===== src/rtl/miriscv_mem_arbiter.sv =====
// miriscv_mem_arbiter
// Shares one external memory port between the instruction-fetch and data
// interfaces of the core. Each requester has a one-entry holding register;
// granted transactions are tracked in an owner FIFO so the in-order memory
// responses can be steered back to the requester that issued them.
//
// Issue FSM
//   state  | meaning
//   -------+--------------------------------------------------------------
//   S_IDLE | no request on the bus; arbitrate pending/incoming requests
//   S_REQ  | mem_req_o asserted, mem_* held stable until mem_gnt_i
module miriscv_mem_arbiter #(
    parameter int XLEN            = 32,
    parameter int MAX_OUTSTANDING = 2,
    parameter int ARB_MODE        = 0
) (
    input  logic              clk_i,
    input  logic              arstn_i,

    input  logic              instr_req_i,
    input  logic [XLEN-1:0]   instr_addr_i,
    output logic              instr_rvalid_o,
    output logic [XLEN-1:0]   instr_rdata_o,

    input  logic              data_req_i,
    input  logic              data_we_i,
    input  logic [XLEN/8-1:0] data_be_i,
    input  logic [XLEN-1:0]   data_addr_i,
    input  logic [XLEN-1:0]   data_wdata_i,
    output logic              data_rvalid_o,
    output logic [XLEN-1:0]   data_rdata_o,

    output logic              mem_req_o,
    output logic              mem_we_o,
    output logic [XLEN/8-1:0] mem_be_o,
    output logic [XLEN-1:0]   mem_addr_o,
    output logic [XLEN-1:0]   mem_wdata_o,
    input  logic              mem_gnt_i,
    input  logic              mem_rvalid_i,
    input  logic [XLEN-1:0]   mem_rdata_i
);

    localparam int BE_W  = XLEN / 8;
    localparam int PTR_W = (MAX_OUTSTANDING > 1) ? $clog2(MAX_OUTSTANDING) : 1;
    localparam int CNT_W = $clog2(MAX_OUTSTANDING + 1);

    typedef enum logic {
        S_IDLE = 1'b0,
        S_REQ  = 1'b1
    } state_t;

    state_t state_q, state_d;

    // holding registers and per-port status
    logic              instr_pend_q, instr_busy_q;
    logic [XLEN-1:0]   instr_addr_q;
    logic              data_pend_q, data_busy_q;
    logic              data_we_q;
    logic [BE_W-1:0]   data_be_q;
    logic [XLEN-1:0]   data_addr_q;
    logic [XLEN-1:0]   data_wdata_q;

    // owner FIFO: 0 = instr, 1 = data
    logic              owner_q [MAX_OUTSTANDING];
    logic [PTR_W-1:0]  wr_ptr_q, rd_ptr_q;
    logic [CNT_W-1:0]  cnt_q;

    logic              win_q;      // owner of the transaction currently on the bus
    logic              rr_ptr_q;   // round-robin preference: 0 = instr, 1 = data

    logic              instr_cap, data_cap;
    logic              instr_avail, data_avail;
    logic              fifo_pop, fifo_push, fifo_full, fifo_head;
    logic              can_issue, gnt_fire, issue, pick_data;

    logic              data_we_sel;
    logic [BE_W-1:0]   data_be_sel;
    logic [XLEN-1:0]   data_addr_sel, data_wdata_sel, instr_addr_sel;

    function automatic logic [PTR_W-1:0] ptr_inc(input logic [PTR_W-1:0] p);
        if (p == PTR_W'(MAX_OUTSTANDING - 1)) return '0;
        else                                  return p + 1'b1;
    endfunction

    // A busy port (pending or awaiting its response) ignores further strobes.
    assign instr_cap   = instr_req_i & ~instr_busy_q;
    assign data_cap    = data_req_i  & ~data_busy_q;

    // Incoming strobes are visible to the arbiter in the same cycle so the
    // request can reach the bus the cycle after the strobe.
    assign instr_avail = instr_pend_q | instr_cap;
    assign data_avail  = data_pend_q  | data_cap;

    assign instr_addr_sel = instr_pend_q ? instr_addr_q : instr_addr_i;
    assign data_we_sel    = data_pend_q  ? data_we_q    : data_we_i;
    assign data_be_sel    = data_pend_q  ? data_be_q    : data_be_i;
    assign data_addr_sel  = data_pend_q  ? data_addr_q  : data_addr_i;
    assign data_wdata_sel = data_pend_q  ? data_wdata_q : data_wdata_i;

    assign fifo_head = owner_q[rd_ptr_q];
    assign fifo_pop  = mem_rvalid_i & (cnt_q != '0);
    assign fifo_full = (cnt_q == CNT_W'(MAX_OUTSTANDING));
    assign gnt_fire  = (state_q == S_REQ) & mem_gnt_i;
    assign fifo_push = gnt_fire;
    // A slot freed by this cycle's response may be reused immediately.
    assign can_issue = ~fifo_full | fifo_pop;

    // Arbitration between the two requesters.
    always_comb begin
        pick_data = 1'b0;
        if (data_avail && !instr_avail) begin
            pick_data = 1'b1;
        end else if (data_avail && instr_avail) begin
            pick_data = (ARB_MODE == 0) ? 1'b1 : rr_ptr_q;
        end
    end

    // Issue FSM next-state logic.
    always_comb begin
        state_d = state_q;
        issue   = 1'b0;
        case (state_q)
            S_IDLE: begin
                if ((instr_avail || data_avail) && can_issue) begin
                    issue   = 1'b1;
                    state_d = S_REQ;
                end
            end
            S_REQ: begin
                if (mem_gnt_i) state_d = S_IDLE;
            end
            default: state_d = S_IDLE;
        endcase
    end

    // FSM state register.
    always_ff @(posedge clk_i or negedge arstn_i) begin
        if (!arstn_i) state_q <= S_IDLE;
        else          state_q <= state_d;
    end

    // Registered memory-side request outputs and winner/round-robin tracking.
    always_ff @(posedge clk_i or negedge arstn_i) begin
        if (!arstn_i) begin
            mem_req_o   <= 1'b0;
            mem_we_o    <= 1'b0;
            mem_be_o    <= '0;
            mem_addr_o  <= '0;
            mem_wdata_o <= '0;
            win_q       <= 1'b0;
            rr_ptr_q    <= 1'b0;
        end else begin
            if (issue) begin
                mem_req_o   <= 1'b1;
                win_q       <= pick_data;
                mem_we_o    <= pick_data ? data_we_sel    : 1'b0;
                mem_be_o    <= pick_data ? data_be_sel    : {BE_W{1'b1}};
                mem_addr_o  <= pick_data ? data_addr_sel  : instr_addr_sel;
                mem_wdata_o <= pick_data ? data_wdata_sel : '0;
            end else if (gnt_fire) begin
                mem_req_o   <= 1'b0;
            end
            if (gnt_fire) rr_ptr_q <= ~win_q;
        end
    end

    // Holding registers, pending flags and in-flight (busy) flags.
    always_ff @(posedge clk_i or negedge arstn_i) begin
        if (!arstn_i) begin
            instr_pend_q <= 1'b0;
            instr_busy_q <= 1'b0;
            instr_addr_q <= '0;
            data_pend_q  <= 1'b0;
            data_busy_q  <= 1'b0;
            data_we_q    <= 1'b0;
            data_be_q    <= '0;
            data_addr_q  <= '0;
            data_wdata_q <= '0;
        end else begin
            if (instr_cap) begin
                instr_pend_q <= 1'b1;
                instr_busy_q <= 1'b1;
                instr_addr_q <= instr_addr_i;
            end
            if (data_cap) begin
                data_pend_q  <= 1'b1;
                data_busy_q  <= 1'b1;
                data_we_q    <= data_we_i;
                data_be_q    <= data_be_i;
                data_addr_q  <= data_addr_i;
                data_wdata_q <= data_wdata_i;
            end
            if (gnt_fire && !win_q) instr_pend_q <= 1'b0;
            if (gnt_fire &&  win_q) data_pend_q  <= 1'b0;
            if (fifo_pop && !fifo_head) instr_busy_q <= 1'b0;
            if (fifo_pop &&  fifo_head) data_busy_q  <= 1'b0;
        end
    end

    // Owner FIFO pointers, occupancy and storage.
    always_ff @(posedge clk_i or negedge arstn_i) begin
        if (!arstn_i) begin
            wr_ptr_q <= '0;
            rd_ptr_q <= '0;
            cnt_q    <= '0;
            for (int i = 0; i < MAX_OUTSTANDING; i++) owner_q[i] <= 1'b0;
        end else begin
            if (fifo_push) begin
                owner_q[wr_ptr_q] <= win_q;
                wr_ptr_q          <= ptr_inc(wr_ptr_q);
            end
            if (fifo_pop) rd_ptr_q <= ptr_inc(rd_ptr_q);
            case ({fifo_push, fifo_pop})
                2'b10:   cnt_q <= cnt_q + 1'b1;
                2'b01:   cnt_q <= cnt_q - 1'b1;
                default: cnt_q <= cnt_q;
            endcase
        end
    end

    // Response steering to the requester at the FIFO head.
    always_ff @(posedge clk_i or negedge arstn_i) begin
        if (!arstn_i) begin
            instr_rvalid_o <= 1'b0;
            instr_rdata_o  <= '0;
            data_rvalid_o  <= 1'b0;
            data_rdata_o   <= '0;
        end else begin
            instr_rvalid_o <= fifo_pop & ~fifo_head;
            data_rvalid_o  <= fifo_pop &  fifo_head;
            if (fifo_pop && !fifo_head) instr_rdata_o <= mem_rdata_i;
            if (fifo_pop &&  fifo_head) data_rdata_o  <= mem_rdata_i;
        end
    end

`ifndef SYNTHESIS
    // Protocol checks on the requester and memory sides.
    always @(posedge clk_i) begin
        if (arstn_i) begin
            assert (!(instr_req_i && instr_busy_q))
                else $error("miriscv_mem_arbiter: instr strobe while port busy");
            assert (!(data_req_i && data_busy_q))
                else $error("miriscv_mem_arbiter: data strobe while port busy");
            assert (!(mem_rvalid_i && (cnt_q == '0)))
                else $error("miriscv_mem_arbiter: mem_rvalid_i with no outstanding request");
        end
    end
`endif

endmodule

===== config.mk =====
export PLATFORM = sky130hd
export DESIGN_NAME = miriscv_mem_arbiter
export DESIGN_NICKNAME = d
export VERILOG_FILES = /design/src/rtl/miriscv_mem_arbiter.sv
export SDC_FILE = /design/constraint.sdc
export NUM_CORES = 1
export LEC_CHECK = 0
export ABC_AREA = 0
export BUFFER_PORTS_ARGS = -buffer_cell sky130_fd_sc_hd__buf_2
export CAP_MARGIN = 20
export CELL_PAD_IN_SITES_DETAIL_PLACEMENT = 0
export CELL_PAD_IN_SITES_GLOBAL_PLACEMENT = 2
export CORE_MARGIN = 3
export CORE_UTILIZATION = 37
export CTS_CLUSTER_SIZE = 40
export DETAILED_ROUTE_END_ITERATION = 6
export PLACE_DENSITY_LB_ADDON = 0.15
export SLEW_MARGIN = 30
export SYNTH_ARGS = -nofsm -noshare
export SYNTH_HDL_FRONTEND = slang
export SYNTH_SLANG_ARGS = --single-unit

===== constraint.sdc =====
create_clock -name clk_i -period 4.4 [get_ports clk_i]
set_clock_uncertainty 0.1 [all_clocks]
set_input_delay 0.88 -clock clk_i [delete_from_list [all_inputs] [get_ports clk_i]]
set_output_delay 0.88 -clock clk_i [all_outputs]
set_load 0.05 [all_outputs]

### Word-level counts from Yosys, hierarchy flattened

Cells that the tools add are included.

* logic and storage cells: 102
* flip-flop bits (word level): 249
* input bits: 139
* output and inout port bits: 136

* multiplexer cells: 32
* bitwise operators: 16
* equality and inequality tests: 3
* magnitude comparators: 3
* reduce and logical (&&, ||, !) cells: 19
* $add $sub $neg: 4

Operators by type and width (number)
* 32-bit 2-to-1 mux: 5
* 1-bit 2-to-1 mux: 21
* 2-bit nonzero test: 7
* 1-bit logical AND: 8
* 4-bit 2-to-1 mux: 2
* 1-bit AND: 6
* 1-bit NOT: 5
* 2-bit == test (second input constant): 2
* 2-bit greater-or-equal comparator (second input constant): 2
* 1-bit NOT with 2-bit output: 2
* 2-bit case mux with 2 select lines: 1
* 1-bit logical NOT: 3
* 1-bit OR: 3
* 1-bit adder (second input constant): 2
* 2-bit by 1-bit adder with 2-bit output (second input constant): 1
* 2-bit bitwise mux: 1
* 2-bit by 1-bit == test with 1-bit output (second input constant): 1
* 2-bit by 1-bit less-than comparator with 1-bit output (second input constant): 1
* 1-bit case mux with 2 select lines: 1
* 2-bit by 1-bit subtractor with 2-bit output (second input constant): 1
* 1-bit demux with 1-bit select: 1
* 1-bit logical OR: 1

### Longest topological paths before layout

Gate-level depths: netlist (run 1).

* word-level depth: 8
* gate-level depth with buffers: 6
* mapped depth without buffers: 4

### Least setup slack after synthesis (run 1)

No wires, ideal clock.

* path kind: input to register
* start: input instr_req_i
* end: register mem_addr_o[27]
* setup time: 0.125 ns
* required time: 4.175 ns
* stages: 6
* path slack: 2.152 ns
* data arrival time: 2.023 ns
* buffers on the path: 2
* path through: nand2b_1 > clkbuf_1 > and2b_1 > a21oi_4 > buf_2 > mux2_2

* cells in the longest elaborated chain, start to end: 6
* elaborated cells on any way between the ends: 12
* those cells by class: mux (5); bitwise (2); reduce/logical (5)

RTL lines
* from (decl): line 20 `input logic instr_req_i,`
* 1-bit AND *: line 86 `assign instr_cap = instr_req_i & ~instr_busy_q;`
* 1-bit OR *: line 91 `assign instr_avail = instr_pend_q | instr_cap;`
* 1-bit logical AND (tied with other cells): line 113 `end else if (data_avail && instr_avail) begin`
* 1-bit 2-to-1 mux (tied with other cells): line 113
* 1-bit 2-to-1 mux, on equally long branches: line 111, 124
* 32-bit 2-to-1 mux or 1-bit 2-to-1 mux (tied branches): line 158, 122
* to (signal assigned): line 158 `mem_addr_o <= pick_data ? data_addr_sel : instr_addr_sel;`
* to (decl): line 36 `output logic [XLEN-1:0] mem_addr_o,`

Mark *: on every way between the ends. The rest lies on a longest branch, timed or not.
A chain may end at the register's enable or synchronous reset.

### Worst setup path after layout (run 1)

* start: register data_pend_q
* end: register mem_wdata_o[0]

* cells in the longest elaborated chain, start to end: 5
* elaborated cells on any way between the ends: 11
* those cells by class: mux (6); bitwise (1); reduce/logical (4)

RTL lines
* from (decl): line 57 `logic data_pend_q, data_busy_q;`
* from (signal assigned): line 173 `data_pend_q <= 1'b0;`
* from (signal assigned): line 186 `data_pend_q <= 1'b1;`
* from (signal assigned): line 194 `if (gnt_fire && win_q) data_pend_q <= 1'b0;`
* 1-bit OR: line 92 `assign data_avail = data_pend_q | data_cap;`
* 1-bit logical AND or 1-bit logical OR (tied branches): line 113, 124
* 1-bit 2-to-1 mux or 1-bit logical AND (tied branches): line 113, 124
* 1-bit 2-to-1 mux, on equally long branches: line 111, 124
* 32-bit 2-to-1 mux or 1-bit 2-to-1 mux (tied branches): line 159, 122
* to (signal assigned): line 159 `mem_wdata_o <= pick_data ? data_wdata_sel : '0;`
* to (decl): line 37 `output logic [XLEN-1:0] mem_wdata_o,`

Parallel ways exist; a longest one is shown, timed or not.

==> results of run 1 <==
==> sequential cells by signal, summed over array words and instances (netlist names), 2 cells and up <==
signal and flops:
data_addr_q 32, data_rdata_o 32, data_wdata_q 32, instr_addr_q 32
instr_rdata_o 32, mem_addr_o 32, mem_wdata_o 32, data_be_q 4
mem_be_o 4, cnt_q 2, owner_q 2
==> area by class of cell <==
cell class | count | area [um2] | share of cell area
sequential | 249 | 6236 | 0.4721
clock inverter | 8 | 72.57 | 0.005493
tap | 378 | 473.0 | 0.03580
antenna | 2 | 5.005 | 0.0003789
timing repair buffer | 288 | 1511 | 0.1144
clock buffer | 46 | 879.6 | 0.06658
multi-input combinational | 578 | 4025 | 0.3047
inverter | 2 | 7.507 | 0.0005683
==> layer usage <==
metal	vias to the layer above	GRT usage
met5	-	0
met4	8	0.03457
met3	42	0.05606
met2	208	0.2866
met1	3675	0.2325
li1	3576	-
==> cell usage after synthesis (all sizes together) <==
cell type and instances:
nor2b 1, a221o 32, a21o 2, nor3b 1, clkbuf 30, nand3 1, mux2 164, nor3 32
and2b 1, nand2 242, inv 2, nand2b 3, dfrtp 249, a2bb2oi 4, mux2i 37, o211a 1
nor2 13, xnor2 3, a31oi 1, a21oi 2, and3 1, o21bai 1, o21ai 36, buf 29
==> critical path: stages (launching register included) <==
cell and delay (ps):
dfrtp_4 930, nor2_1 300, a21oi_4 220, buf_4 490
mux2_2 400
==> where the power goes <==
| group | internal, uW | switching [uW] |
|---|---|---|
| clock | 1420 | 940 |
| combinational | 1920 | 3720 |
| sequential | 3400 | 696 |
| total | 6740 | 5360 |
==> stage by stage <==
step	instance area, um2	total power [uW]	hold WS (ps)
after floorplan	10520	8466	345.4
after global routing	13210	12890	291.4
final	13210	12100	244.0
after CTS	13210	12300	276.5
after global placement	12250	9785	353.9
after detailed placement	12250	9873	362.6
==> path summary, 6_finish.rpt <==
check / cells past startpoint / startpoint / endpoint
max in group asynchronous: 2 / arstn_i / data_addr_q[7]
setup reg to reg: 4 / data_pend_q / mem_wdata_o[0]
hold / removal: 1 / arstn_i / mem_wdata_o[18]
setup / recovery: 4 / data_pend_q / mem_wdata_o[0]
min in group clk_i: 2 / data_we_q / data_we_q
hold reg to reg: 2 / data_we_q / data_we_q
==> cell families (layout without fill, tap and decap cells) <==
group                     after synthesis  after routing  share of synthesized area
muxes                                 201            201                     0.2108
xor gates and xnor gates                3              3                   0.002498
buffers and inverters                  61            344                    0.02641
AOI/OAI and AO/OA                      79             79                    0.05662
DFF                                   249            249                     0.5924
and+or+nand+nor                       295            295                     0.1113
other                                   0              2                          0
==> metrics.yaml, run 1 <==
drt_iter0_drc: 360
cts_tree: "yes"
dp_hpwl_mm: 17.46
syn2layout_area_growth_pct: 25.59
antenna_found_initial: 6
critPathRequiredTime_ps: 4710
die_x_um: 174.6
setup-tns-final_ps: 0
wire_per_inst_um: 17.35
cts_hold_buffers: 0
dieArea_mm2: 0.03049
cts_sinks: 249
rsz0062_at_grt: "no"
peakVddDrop_uv: 553.1
wl_met1_mm: 11.75
final_cells: 1551
dp_slack_ps: 1233
cts_buffers: 29
synth_top_area_share: 0.5924
gr-total-overflow: 0
cts.clk_slew.worst_paths_ps: 60
first_pass_iters: 5
hp-class: "primary input to async pin"
dr_wl_met3_mm: 1.997
post_cts_buffers: 0
routed-via-count: 7509
period_needed_ps: 2613
synth_cell_type_count: 29
grt_pass1_vias: 7682
relSlewSlack: 0.4033
final_common_cell: "buf_2"
grt_max_degree: 91
synth_area_per_cell_um2: 11.85
finalHoldViolCount: 0
syn_inst: 888
wl_met2_mm: 12.61
wl_mm: 26.91
p_leak_uw: 0.006609
place_inst: 1495
status: "finished, final reports clean"
syn_nets: 1027
cts_resized: 0
htree_levels: 1
finalSetupViolCount: 0
fin_ws_ps: 1787
gp_congestion: 0.7203
fin_util: 0.4729
die_h_um: 174.6
fillers: 2679
track_usage: 0.1755
rows: 61
path_max_fanout: 81
drive_gt1_frac: 0.4022
timing.fmax_mhz: 382.7
seq_area_frac_synth: 0.5924
top_layer: "met5"
vias_per_cell: 4.841
grt_pass1_wl_mm: 43.39
drv_slew: 0
r2r_setup_slack_ps: 1790
ys_ff_latch: 249
yosysTopAreaCell: "dfrtp_1"
worst_slew_pin_slew_ps: 895.0
io_buffers: 274
clock_latency_ps: 540
path_class: "flop to flop"
power_density_mw_per_mm2: 916.0
drc: 0
synthesis.area_mm2: 0.01052
ctsRootBufferMaster: "clkbuf_16"
coreArea_mm2: 0.02793
crit_path_start_kind: "flop"
worstPathArrival_ps: 2930
nNetsFinal: 1287
cap_violations: 0
postRouteAntennaNets: 0
clockBufferDepth: 3
yosys_warnings: 0
io-pin-count: 275
critPathCaptureType: "flop"
final_cell_mix: "buf_2 (273), dfrtp_1 (247), nand2_1 (242)"
initial_core_util: 0.3766
post-route-period-util: 0.5938
synthTopCellsByArea: "dfrtp_1 (59%), mux2_2 (14%), nand2_1 (8.6%)"
No activity file was read; power rests on OpenSTA's default activity.
==> run 2: changes to the inputs <==
CORE_UTILIZATION = 31   (was 37)
clock period = 2.1 ns   (was 4.4 ns; I/O delays follow)
==> metrics.yaml, run 2 (synthesis gave the netlist of run 1 again) <==
status: "finished, final reports clean"  # unchanged
path_cells: "nand2b_4 -> nor2_2 -> buf_12 -> a221o_1 -> mux2_2"  # was nor2_1 -> a21oi_4 -> buf_4 -> mux2_2
final_common_cell: "buf_2"  # unchanged
initial_core_util: 0.3192  # was 0.3766
critical-path-top-delay-family: "simple AND/OR/NAND/NOR gates"  # was flip-flops
io_buffers: 274  # unchanged
drv_slew: 0  # unchanged
antenna_found_initial: 3  # was 6
track_usage: 0.1582  # was 0.1755
peakVddDrop_uv: 918.4  # was 553.1 uV
gp_congestion: 0.7037  # was 0.7203
wire_per_inst_um: 16.47  # was 17.35 um
io-pin-count: 275  # unchanged
gr-total-overflow: 0  # unchanged
post-route-period-util: 0.8992  # was 0.5938
cts_sinks: 249  # unchanged
dp_hpwl_mm: 18.60  # was 17.46 mm
hp-class: "primary input to flop"  # was primary input to async pin
cap_violations: 0  # unchanged
grt_pass1_vias: 8469  # was 7682
syn2layout_area_growth_pct: 38.34  # was 25.59%
vias_per_cell: 4.553  # was 4.841
dpl-instance-area_mm2: 0.01253  # was 0.01225 mm2
wl_mm: 28.57  # was 26.91 mm
drive_gt1_frac: 0.3684  # was 0.4022
routed-via-count: 7899  # was 7509
worstPathArrival_ps: 2270  # was 2930 ps
drc: 0  # unchanged
nNetsFinal: 1410  # was 1287
setup-tns-final_ps: 0  # unchanged
finalHoldViolCount: 0  # unchanged
worst_slew_pin_slew_ps: 721.9  # was 895.0 ps
r2r_setup_slack_ps: 210  # was 1790 ps
slowest_stage: "nor2_2"  # was dfrtp_4
fillers: 3217  # was 2679
fin_util: 0.4416  # was 0.4729
period_needed_ps: 1888  # was 2613 ps
critPathRequiredTime_ps: 2480  # was 4710 ps
cts_tree: "yes"  # unchanged
timing.fmax_mhz: 529.6  # was 382.7 MHz
ctsRootBufferMaster: "clkbuf_16"  # unchanged
cts_buffers: 29  # unchanged
coreArea_mm2: 0.03295  # was 0.02793 mm2
p_leak_uw: 0.007142  # was 0.006609 uW
path_class: "flop to flop"  # unchanged
post_cts_buffers: 0  # unchanged
crit_path_start_kind: "flop"  # unchanged
htree_levels: 1  # unchanged
clockBufferDepth: 3  # unchanged
first_pass_iters: 4  # was 5
relSlewSlack: 0.5182  # was 0.4033
grt_max_degree: 89  # was 91
clock_latency_ps: 550  # was 540 ps
fin_total_pwr_uw: 25640  # was 12100 uW
drt_iter0_drc: 300  # was 360
cts.clk_slew.worst_paths_ps: 60  # about the same
die_x_um: 190.2  # was 174.6 um
critPathCaptureType: "flop"  # unchanged
die_h_um: 190.2  # was 174.6 um
power_density_mw_per_mm2: 1762  # was 916.0 mW/mm2
postRouteAntennaNets: 0  # unchanged
rsz0062_at_grt: "no"  # unchanged
cp.buffers_inverters: 1  # unchanged
slowest_delay_ps: 560  # was 930 ps
rows: 66  # was 61
dieArea_mm2: 0.03618  # was 0.03049 mm2
finalSetupViolCount: 0  # unchanged
grt_pass1_wl_mm: 46.41  # was 43.39 mm
fin_area_mm2: 0.01455  # was 0.01321 mm2
final_cell_mix: "buf_2 (273), dfrtp_1 (247), nand2_1 (242)"  # unchanged
path_max_fanout: 20  # was 81
worst_hold_slack_ps: 25.67  # was 244.0 ps
[run 2: report_power, final]
group / leakage (uW) / internal [uW] / switching, uW
Combinational: 0.00364 / 4380 / 8170
Clock: 0.000441 / 2780 / 1980
Sequential: 0.00306 / 7140 / 1190
[run 2: cell type report]
class,count,area (um2),share of cell area
multi-input cells,578,4030,0.2770
clock buffers,47,863.3,0.05933
flip-flops and latches,249,6236,0.4285
diodes,1,2.502,0.0001720
repair buffers,411,2830,0.1945
well taps,442,553.0,0.03801
clock inverters,5,28.78,0.001978
inverters,2,7.507,0.0005159
[run 2: stage by stage]
step           std cells  setup WS (ps)
6_report            1735          211.6
5_1_grt             1735          65.98
4_1_cts             1733          195.1
3_5_place_dp        1569          49.95
3_3_place_gp        1569          71.71
2_1_floorplan        888          293.0
[run 2: routing by layer]
metal	up-vias	track usage	part of all wire
li1	3822	-	-
met1	3834	0.2071	0.44
met2	197	0.2617	0.46
met3	42	0.04551	0.070
met4	4	0.03528	0.020
met5	-	0	0.00074
[run 2: repair_timing]
action / in CTS / in global routing
endpoints found under the hold margin: 162 / 1
setup endpoints to repair: 0 / 0
hold buffers: 112 / 1
gates resized for setup: 0 / 0
[run 2: worst paths after layout]
| kind | startpoint | cells after the start | endpoint |
|---|---|---|---|
| max reg2reg | data_busy_q | 5 | mem_addr_o[1] |
| max | data_busy_q | 5 | mem_addr_o[1] |
| min in group asynchronous | arstn_i | 2 | data_rdata_o[19] |
| min | instr_addr_i[30] | 2 | instr_addr_q[30] |
| max in group asynchronous | arstn_i | 3 | data_addr_q[23] |
| min reg2reg | data_wdata_q[27] | 2 | data_wdata_q[27] |
==> run 3: changes to the inputs <==
ABC_CLOCK_PERIOD_IN_PS = 2100   (was default)
CELL_PAD_IN_SITES_GLOBAL_PLACEMENT = 1   (was 2)
CORE_UTILIZATION = 37   (was 31)
GPL_TIMING_DRIVEN = 0   (was default)
==> metrics.yaml, run 3 (synthesis gave the netlist of run 1 again) <==
status: "finished, final reports clean"  # unchanged
cts.clk_slew.worst_paths_ps: 60  # about the same
die_h_um: 174.6  # was 190.2 um
coreArea_mm2: 0.02793  # was 0.03295 mm2
p_int_uw: 14350  # was 14300 uW
nNetsFinal: 1395  # was 1410
io-pin-count: 275  # unchanged
drc: 0  # unchanged
grt_pass1_vias: 8338  # was 8469
first_pass_iters: 4  # unchanged
fin_util: 0.5016  # was 0.4416
post-route-period-util: 0.9274  # was 0.8992
crit_path_start_kind: "flop"  # unchanged
final_cell_mix: "buf_2 (288), dfrtp_1 (249), nand2_1 (242)"  # was buf_2 (273), dfrtp_1 (247), nand2_1 (242)
finalHoldViolCount: 0  # unchanged
final_common_cell: "buf_2"  # unchanged
cts_sinks: 249  # unchanged
period_needed_ps: 1947  # was 1888 ps
p_leak_uw: 0.007007  # was 0.007142 uW
rows: 61  # was 66
initial_core_util: 0.3766  # was 0.3192
critPathCaptureType: "flop"  # unchanged
path_max_fanout: 10  # was 20
ctsRootBufferMaster: "clkbuf_16"  # unchanged
grt_max_degree: 83  # was 89
reg2reg_from: "instr_pend_q"  # was data_busy_q
cts_tree: "yes"  # unchanged
hp-class: "primary input to flop"  # unchanged
wire_per_inst_um: 17.18  # was 16.47 um
relSlewSlack: 0.5699  # was 0.5182
timing.fmax_mhz: 513.5  # was 529.6 MHz
pwr-share-clk: 0.186  # about the same
routed-via-count: 7871  # was 7899
wl_mm: 28.40  # was 28.57 mm
gr-total-overflow: 0  # unchanged
cap_violations: 0  # unchanged
cts_buffers: 28  # was 29
r2r_end: "mem_addr_o[13]"  # was mem_addr_o[1]
dp_hpwl_mm: 19.88  # was 18.60 mm
antenna_found_initial: 2  # was 3
clock_latency_ps: 530  # was 550 ps
rr_worst_depth: 5  # unchanged
dieArea_mm2: 0.03049  # was 0.03618 mm2
crit_path_start: "instr_pend_q"  # was data_busy_q
io_buffers: 274  # unchanged
switching_share: 0.4427  # was 0.4423
r2r_setup_slack_ps: 150  # was 210 ps
postRouteAntennaNets: 0  # unchanged
worstPathArrival_ps: 2260  # was 2270 ps
critPathRequiredTime_ps: 2410  # was 2480 ps
drive_gt1_frac: 0.3854  # was 0.3684
p_sw_uw: 11400  # was 11340 uW
track_usage: 0.1849  # was 0.1582
clockBufferDepth: 3  # unchanged
die_x_um: 174.6  # was 190.2 um
finalSetupViolCount: 0  # unchanged
rsz0062_at_grt: "yes"  # was no
power_density_mw_per_mm2: 1838  # was 1762 mW/mm2
grt_pass1_wl_mm: 45.61  # was 46.41 mm
pwr-share-seq: 0.321  # was 0.325
combPwrFrac: 0.493  # was 0.490
vias_per_cell: 4.762  # was 4.553
peakVddDrop_uv: 1115  # was 918.4 uV
drv_slew: 0  # unchanged
path_class: "flop to flop"  # unchanged
hold_depth: 3  # was 2
crit_path_end: "mem_addr_o[13]"  # was mem_addr_o[1]
worst_hold_slack_ps: 27.02  # was 25.67 ps
syn2layout_area_growth_pct: 33.20  # was 38.34%
worst_slew_pin_slew_ps: 645.2  # was 721.9 ps
drt_iter0_drc: 339  # was 300
htree_levels: 1  # unchanged
gp_congestion: 0.7359  # was 0.7037
## run 3: cell count changes in the layout (fill, tap and decap cells not counted), moves of 3 or more
cell / previous run / this run
buf_2: 273 / 288
clkbuf_4: 0 / 3
buf_12: 11 / 0
clkbuf_1: 11 / 26
buf_16: 0 / 3
clkbuf_2: 0 / 11
dlygate4sd3_1: 113 / 60
## run 3: critical path, cell delays in order (launching register included)
cell and delay [ps]:
dfrtp_1 500, buf_2 380, mux2i_1 220, nor3_1 70, a221o_1 290, mux2_2 270
## run 3: how the worst min path moves through the flow
| stage | start | slack [ps] | to |
|---|---|---|---|
| 2_1_floorplan | arstn_i | 20 | cnt_q[0] |
| 3_3_place_gp | data_wdata_q[19] | 360 | data_wdata_q[19] |
| 3_5_place_dp | arstn_i | 230 | mem_addr_o[9] |
| 4_1_cts | data_wdata_i[23] | 3 | data_wdata_q[23] |
| 5_1_grt | data_wdata_i[2] | 10 | data_wdata_q[2] |
| 6_report | data_wdata_i[5] | 30 | data_wdata_q[5] |
## run 3: power by group through the flow
| stage | Clock [uW] | Combinational (uW) | Sequential [uW] |
|---|---|---|---|
| 6_report | 4780 | 12700 | 8260 |
| 5_1_grt | 5150 | 13700 | 8580 |
| 4_1_cts | 4940 | 12900 | 8280 |
| 3_5_place_dp | 0 | 12700 | 8310 |
| 3_3_place_gp | 0 | 12600 | 8240 |
| 2_1_floorplan | 0 | 5160 | 12600 |
## run 3: area by class of cell
cell class                      count  area (um2)
Fill cell                        2641       13920
Sequential cell                   249        6231
Multi-Input combinational cell    578        4021
Timing Repair Buffer              340        2087
Clock buffer                       44       852.1
Tap cell                          378       473.0
Buffer                             57       287.8
Clock inverter                      4       48.80
Inverter                            2       7.507
Antenna cell                        1       2.502
## run 3: metal layers
metal	share of wire	vias up	global-route usage
met1	0.45	3837	0.2492
met3	0.077	29	0.05498
li1	-	3785	-
met4	0.016	2	0.04122
met5	0.00046	-	0
met2	0.46	218	0.2977
## run 3: through the flow
| stage | power (uW) | cells | cell area [um2] | setup TNS, ps | setup WS (ps) |
|---|---|---|---|---|---|
| 2_1_floorplan | 17740 | 888 | 10520 | 0 | 293.0 |
| 5_1_grt | 27380 | 1653 | 14010 | -39.36 | -19.44 |
| 6_report | 25750 | 1653 | 14010 | 0 | 152.5 |
| 3_3_place_gp | 20830 | 1540 | 12360 | -1094020 | -4344 |
| 3_5_place_dp | 21030 | 1543 | 12460 | -23640 | -326.8 |
| 4_1_cts | 26090 | 1651 | 13970 | 0 | 31.80 |
## run 3: timing repair
item	4_1_cts	5_1_grt
setup buffers	3	0
hold buffers	59	1
endpoints found under the hold margin	92	1
gates resized for setup	6	22
setup endpoints to repair	99	67
pin swaps	1	0
